### src/rtl/sdrc_multiport_arb.sv
// N-port request arbiter in front of the single sdrc_core app port.
// Per-direction tag FIFOs remember which port owns each outstanding burst.
module sdrc_multiport_arb #(
  parameter int NP        = 4,
  parameter int APP_AW    = 26,
  parameter int APP_DW    = 32,
  parameter int APP_BW    = 4,
  parameter int bl        = 9,
  parameter int TAG_DEPTH = 4,
  localparam int CW       = $clog2(TAG_DEPTH) + 1
) (
  input  logic                 sdram_clk,
  input  logic                 sdram_resetn,
  input  logic                 cfg_arb_mode,
  input  logic [NP-1:0]        p_req,
  input  logic [NP*APP_AW-1:0] p_req_addr,
  input  logic [NP*bl-1:0]     p_req_len,
  input  logic [NP-1:0]        p_req_wr_n,
  output logic [NP-1:0]        p_req_ack,
  input  logic [NP*APP_DW-1:0] p_wr_data,
  input  logic [NP*APP_BW-1:0] p_wr_en_n,
  output logic [NP-1:0]        p_wr_next,
  output logic [NP-1:0]        p_rd_valid,
  output logic [NP-1:0]        p_last_rd,
  output logic [APP_DW-1:0]    p_rd_data,
  output logic                 app_req,
  output logic [APP_AW-1:0]    app_req_addr,
  output logic [bl-1:0]        app_req_len,
  output logic                 app_req_wr_n,
  input  logic                 app_req_ack,
  output logic [APP_DW-1:0]    app_wr_data,
  output logic [APP_BW-1:0]    app_wr_en_n,
  input  logic                 app_wr_next_req,
  input  logic                 app_last_wr,
  input  logic                 app_rd_valid,
  input  logic                 app_last_rd,
  input  logic [APP_DW-1:0]    app_rd_data,
  output logic [CW-1:0]        wr_pend_cnt,
  output logic [CW-1:0]        rd_pend_cnt,
  output logic                 arb_err,
  output logic                 arb_state
);
  // Handshake: a master holds p_req (and its fields) until it sees its one-cycle
  // p_req_ack; app_req is held with stable fields until the core returns app_req_ack.
  localparam int GW = (NP > 1) ? $clog2(NP) : 1;
  localparam int PW = $clog2(TAG_DEPTH);

  typedef enum logic {IDLE = 1'b0, REQ = 1'b1} state_t;
  state_t state, state_nxt;

  logic [GW-1:0] ptr, g, win;
  logic          win_vld, grant_ok, ack;
  logic          wr_push, wr_pop, rd_push, rd_pop;
  logic          wr_full, wr_empty, rd_full, rd_empty;

  logic [GW-1:0] wr_mem [TAG_DEPTH];
  logic [GW-1:0] rd_mem [TAG_DEPTH];
  logic [PW-1:0] wr_wp, wr_rp, rd_wp, rd_rp;
  logic [CW-1:0] wr_cnt, rd_cnt;
  logic [GW-1:0] wr_head, rd_head;

  // Round-robin searches upward from ptr; fixed priority searches from port 0.
  always_comb begin
    int idx;
    idx     = 0;
    win     = '0;
    win_vld = 1'b0;
    for (int k = 0; k < NP; k++) begin
      idx = cfg_arb_mode ? k : int'(ptr) + k;
      if (idx >= NP) idx = idx - NP;
      if (!win_vld && p_req[idx]) begin
        win_vld = 1'b1;
        win     = GW'(idx);
      end
    end
  end

  // Both FIFOs must have room, which covers the winner's own direction too.
  assign grant_ok = win_vld && !wr_full && !rd_full;
  assign ack      = (state == REQ) && app_req_ack;
  assign app_req  = (state == REQ);
  assign arb_state = (state == REQ);

  always_ff @(posedge sdram_clk or negedge sdram_resetn) begin
    if (!sdram_resetn) state <= IDLE;
    else               state <= state_nxt;
  end

  always_comb begin
    state_nxt = state;
    case (state)
      IDLE:    if (grant_ok) state_nxt = REQ;
      REQ:     if (app_req_ack) state_nxt = IDLE;
      default: state_nxt = IDLE;
    endcase
  end

  always_ff @(posedge sdram_clk or negedge sdram_resetn) begin
    if (!sdram_resetn) begin
      g            <= '0;
      ptr          <= '0;
      app_req_addr <= '0;
      app_req_len  <= '0;
      app_req_wr_n <= 1'b1;
    end else begin
      if (state == IDLE && grant_ok) begin
        g            <= win;
        app_req_addr <= p_req_addr[int'(win)*APP_AW +: APP_AW];
        app_req_len  <= p_req_len[int'(win)*bl +: bl];
        app_req_wr_n <= p_req_wr_n[win];
      end
      if (ack) ptr <= (g == GW'(NP - 1)) ? '0 : g + GW'(1);
    end
  end

  always_comb begin
    p_req_ack = '0;
    if (ack) p_req_ack[g] = 1'b1;
  end

  assign wr_push  = ack && !app_req_wr_n;
  assign rd_push  = ack && app_req_wr_n;
  assign wr_empty = (wr_cnt == '0);
  assign rd_empty = (rd_cnt == '0);
  assign wr_full  = (wr_cnt == CW'(TAG_DEPTH));
  assign rd_full  = (rd_cnt == CW'(TAG_DEPTH));
  assign wr_pop   = app_wr_next_req && app_last_wr && !wr_empty;
  assign rd_pop   = app_rd_valid && app_last_rd && !rd_empty;
  assign wr_head  = wr_mem[wr_rp];
  assign rd_head  = rd_mem[rd_rp];

  // Tag storage needs no reset: the counts alone decide what is valid.
  always_ff @(posedge sdram_clk) begin
    if (wr_push) wr_mem[wr_wp] <= g;
    if (rd_push) rd_mem[rd_wp] <= g;
  end

  always_ff @(posedge sdram_clk or negedge sdram_resetn) begin
    if (!sdram_resetn) begin
      wr_wp   <= '0;
      wr_rp   <= '0;
      wr_cnt  <= '0;
      rd_wp   <= '0;
      rd_rp   <= '0;
      rd_cnt  <= '0;
      arb_err <= 1'b0;
    end else begin
      if (wr_push) wr_wp <= wr_wp + PW'(1);
      if (wr_pop)  wr_rp <= wr_rp + PW'(1);
      if (wr_push && !wr_pop)      wr_cnt <= wr_cnt + CW'(1);
      else if (wr_pop && !wr_push) wr_cnt <= wr_cnt - CW'(1);
      if (rd_push) rd_wp <= rd_wp + PW'(1);
      if (rd_pop)  rd_rp <= rd_rp + PW'(1);
      if (rd_push && !rd_pop)      rd_cnt <= rd_cnt + CW'(1);
      else if (rd_pop && !rd_push) rd_cnt <= rd_cnt - CW'(1);
      // A data strobe with no owner means the core and the tags disagree.
      if ((app_wr_next_req && wr_empty) || (app_rd_valid && rd_empty)) arb_err <= 1'b1;
    end
  end

  assign wr_pend_cnt = wr_cnt;
  assign rd_pend_cnt = rd_cnt;
  assign p_rd_data   = app_rd_data;

  always_comb begin
    p_wr_next   = '0;
    app_wr_data = '0;
    app_wr_en_n = '1;
    if (!wr_empty) begin
      p_wr_next[wr_head] = app_wr_next_req;
      app_wr_data        = p_wr_data[int'(wr_head)*APP_DW +: APP_DW];
      app_wr_en_n        = p_wr_en_n[int'(wr_head)*APP_BW +: APP_BW];
    end
  end

  always_comb begin
    p_rd_valid = '0;
    p_last_rd  = '0;
    if (!rd_empty) begin
      p_rd_valid[rd_head] = app_rd_valid;
      p_last_rd[rd_head]  = app_rd_valid && app_last_rd;
    end
  end
endmodule

### config.mk
export PLATFORM = sky130hd
export DESIGN_NAME = sdrc_multiport_arb
export DESIGN_NICKNAME = d
export VERILOG_FILES = /design/src/rtl/sdrc_multiport_arb.sv
export SDC_FILE = /design/constraint.sdc
export NUM_CORES = 1
export LEC_CHECK = 0
export ABC_AREA = 1
export BUFFER_PORTS_ARGS = -buffer_cell sky130_fd_sc_hd__buf_2
export CAP_MARGIN = 20
export CORE_AREA = 2 2 178 180
export DETAILED_ROUTE_END_ITERATION = 10
export DIE_AREA = 0 0 180 182
export PLACE_DENSITY = 0.57
export SETUP_SLACK_MARGIN = 0.2
export SLEW_MARGIN = 20
export SYNTH_ARGS = -nofsm -noshare
export SYNTH_HDL_FRONTEND = slang
export SYNTH_SLANG_ARGS = --single-unit
### constraint.sdc
create_clock -name sdram_clk -period 2.4 [get_ports sdram_clk]
set_input_delay 0.36 -clock sdram_clk [delete_from_list [all_inputs] [get_ports sdram_clk]]
set_output_delay 0.36 -clock sdram_clk [all_outputs]
set_load 0.05 [all_outputs]
==> impl_metrics.py <==
metrics = {
    "critical_path": {
        "crit_buf_inv": 5,
        "cp_cell_sequence": "inv_1, a21oi_2, a32oi_2, buf_4, buf_6, nor2_4, clkbuf_16, a22oi_1, a21oi_4, buf_6",
        "crit_arrival_ns": 2.30,
        "r2r_setup_slack_ns": 0.30,
        "start_kind": "flip-flop",
        "path_common_cell": "buf_6",
        "cp_max_fo": 9,
        "worst-path-stages": 10,
        "path_class": "flip-flop to primary output",
        "reg2reg_to": "app_req_len[1]",
        "rr_startpoint": "ptr[0]",
        "cp-end-kind": "primary output",
        "r2r_cells": 14,
        "required_ns": 2.04,
        "critPathSlowestCell": "dfrtp_1",
        "path_delay_family": "buffers and inverters",
        "max_stage_delay_ns": 0.39,
    },
    "status": {
        "status": "finished, violations left",
        "violations": "setup timing",
    },
    "placed_design": {
        "dpl.hpwl_um": 22300,
        "routabilityCongestion": 0.894,
        "numPortBuffers": 396,
        "dpl_cell_area_um2": 8890,
        "dp_slack_ns": 0.0428,
    },
    "route": {
        "ant_nets": 0,
        "drt_iter0_drc": 340,
        "viasPerCell": 4.51,
        "wirelength_um": 30400,
        "dr.pass1.iters": 5,
        "avgRoutedWirePerCell_um": 17.8,
        "drcViolationCount": 0,
        "via_count": 7682,
    },
    "synthesis": {
        "syn_area_per_cell_um2": 6.74,
        "synth_nets": 1243,
        "synth.cell_area_um2": 6030,
        "synth_mux_area_frac": 0.00373,
        "synth_edf_count": 16,
        "yosys_warnings": 0,
        "synth-compound-area-share": 0.173,
        "synth_top_cell_area_share": 0.228,
        "synth_xor_xnor_area_share": 0.0131,
        "synth_area_leaders": "dfrtp_1, nand2_1, inv_1, a22oi_1, edfxtp_1",
        "syn_inst": 895,
        "ys_seq_area_frac": 0.312,
        "synth_fa_ha_area_frac": 0.0357,
        "ys.flop_type": "dfrtp_1",
        "synth_top_family_by_area": "simple AND/OR/NAND/NOR gates",
        "synth_seq_cells": 72,
        "synthDistinctLibCells": 36,
        "async_reset_ff_frac": 0.778,
        "yosys.area.top_type": "dfrtp_1",
        "synth_simple_gate_area_share": 0.293,
    },
    "timing": {
        "max_freq_ghz": 0.376,
        "setup_ws_ns": -0.257,
        "clock_skew_ns": 0.0120,
        "tightestPinTransition_ns": 0.675,
        "drv_slew": 0,
        "post-route-min-period_ns": 2.66,
        "finalHoldViolations": 0,
        "maxSlewHeadroom": 0.550,
        "fin_crit_sh": 1.11,
        "rsz0062_at_grt": "true",
        "setup_violations": 37,
        "finalSetupTns_ns": -7.67,
    },
    "power_and_ir_drop": {
        "leakage_nw": 5.29,
        "finalPower_w": 0.0196,
        "p_sw_w": 0.0111,
        "p_int_w": 0.00852,
        "power.density_nw_per_um2": 1920,
        "ir_drop_uv": 750,
        "p_comb_frac": 0.816,
        "p_seq_frac": 0.117,
        "clockPowerShare": 0.067,
        "switching_share": 0.565,
    },
    "floorplan": {
        "dieArea_um2": 32800,
        "fp.dieW_um": 180,
        "core_area_um2": 31000,
        "die_h_um": 182,
        "start_util": 0.195,
        "num_rows": 65,
        "io_pins": 461,
    },
    "hold_path": {
        "hold_path_class": "input port to asynchronous set/reset pin",
    },
    "clock_tree": {
        "cts_root_buf": "clkbuf_16",
        "clock_sinks": 72,
        "clock_latency_ns": 0.34,
        "h-tree-depth": 3,
        "cts_buffers": 9,
        "ctsHoldBuffers": 0,
        "clock_path_buffers": 2,
        "tritoncts": "yes",
        "path_clk_slew_ns": 0.06,
    },
    "finish": {
        "finalNetCount": 1640,
        "final_cell_mix": "buf_2, nand2_1, inv_1",
        "drive_above_1_share": 0.466,
        "syn_to_final_growth_pct": 69.4,
        "final_common_cell": "buf_2",
        "fin_area_um2": 10200,
    },
    "grt": {
        "grt_pass1_wl_um": 41800,
        "grt_pass1_vias": 7415,
        "grt_overflow_total": 0,
        "grt_max_degree": 44,
        "antenna_found_initial": 8,
        "gr-usage-all-layers": 0.164,
    },
    "flow_run": {
        "cap_violations": 0,
    },
}
## metrics by stage
stage	instances	hold WS (ns)	utilization
after floorplan	895	0.0644	-
after global placement	1649	0.458	0.287
after detailed placement	1649	0.459	0.287
after CTS	1675	0.0951	0.309
after global routing	1705	0.108	0.330
final	1705	0.0676	0.330
## worst max path at each step
| stage | start | to | slack [ns] |
|---|---|---|---|
| after global placement | wr_rp[1] | app_wr_data[30] | 0.08 |
| after global routing | wr_rp[0] | app_wr_en_n[1] | -0.38 |
| after floorplan | rd_pend_cnt[0] | p_last_rd[0] | -0.22 |
| after detailed placement | wr_rp[0] | app_wr_data[30] | 0.04 |
| after CTS | wr_rp[0] | app_wr_data[14] | -0.28 |
| final | wr_rp[1] | app_wr_data[18] | -0.26 |
## worst reg2reg max path: stages (launching register included)
cell and delay [ns]:
dfrtp_2 0.43, buf_6 0.14, nand3_1 0.10, nand2_1 0.11
nand2_1 0.10, nand2_4 0.12, nand3_1 0.09, nand2_1 0.09
nand2_2 0.08, a21oi_4 0.27, buf_12 0.15, nor2_4 0.04
buf_12 0.15, nand2_1 0.07, nand3_1 0.06
## layer usage
| metal | vias up | track usage | wire length (µm) |
|---|---|---|---|
| met2 | 405 | 0.314 | 16500 |
| met3 | 49 | 0.0407 | 2200 |
| met4 | 0 | 0.0670 | 1010 |
| met5 | - | 0 | 0 |
| li1 | 3692 | - | - |
| met1 | 3536 | 0.171 | 10700 |
## flip-flops by register name, summed over array words and instances (netlist names), 2 cells and up
register      cells
rd_wp             2
app_req_len       9
g                 2
wr_mem            8
wr_pend_cnt       3
app_req_addr     26
ptr               2
rd_mem            8
wr_wp             2
rd_pend_cnt       3
wr_rp             2
rd_rp             2
## timing repair
item / CTS / global route
cloned: 4 / 10
setup buffers: 6 / 14
gates resized for setup: 88 / 86
pin swaps: 6 / 26
endpoints found under the setup margin: 73 / 90
endpoints found under the hold margin: 0 / 0
## cells in the mapped netlist, types with 15 or more instances
library cell  number
nor2_1            26
edfxtp_1          16
o21ai_0           25
buf_2             19
buf_4             35
dfrtp_1           55
a21oi_1           41
a22oi_1           65
nand2_1          267
o21ai_1           34
clkbuf_1          15
inv_1            135
nand4_1           23
nand3_1           63
## power groups by stage
stage | Combinational [W] | Clock [W] | Sequential [W]
floorplan | 0.00849 | 0 | 0.00338
global placement | 0.0129 | 0 | 0.00230
detailed placement | 0.0130 | 0 | 0.00229
CTS | 0.0145 | 0.00136 | 0.00230
global route | 0.0169 | 0.00141 | 0.00238
finish | 0.0160 | 0.00131 | 0.00230
## final cells by class
class / count / area, µm²
fillers: 3335 / 20800
multi-input cells: 606 / 3830
repair buffers: 462 / 3140
flip-flops and latches: 72 / 1890
inverters: 140 / 536
well taps: 402 / 503
clock buffers: 13 / 272
clock inverters: 3 / 15.0
diodes: 6 / 15.0
repair inverters: 1 / 11.3
## logic make-up after synthesis
group	Yosys count
buf+inv	218
mux	2
compound gates	171
xor+xnor	9
fa+ha+maj	16
simple gates	407
flops	72
No activity file was read; power rests on OpenSTA's default activity.
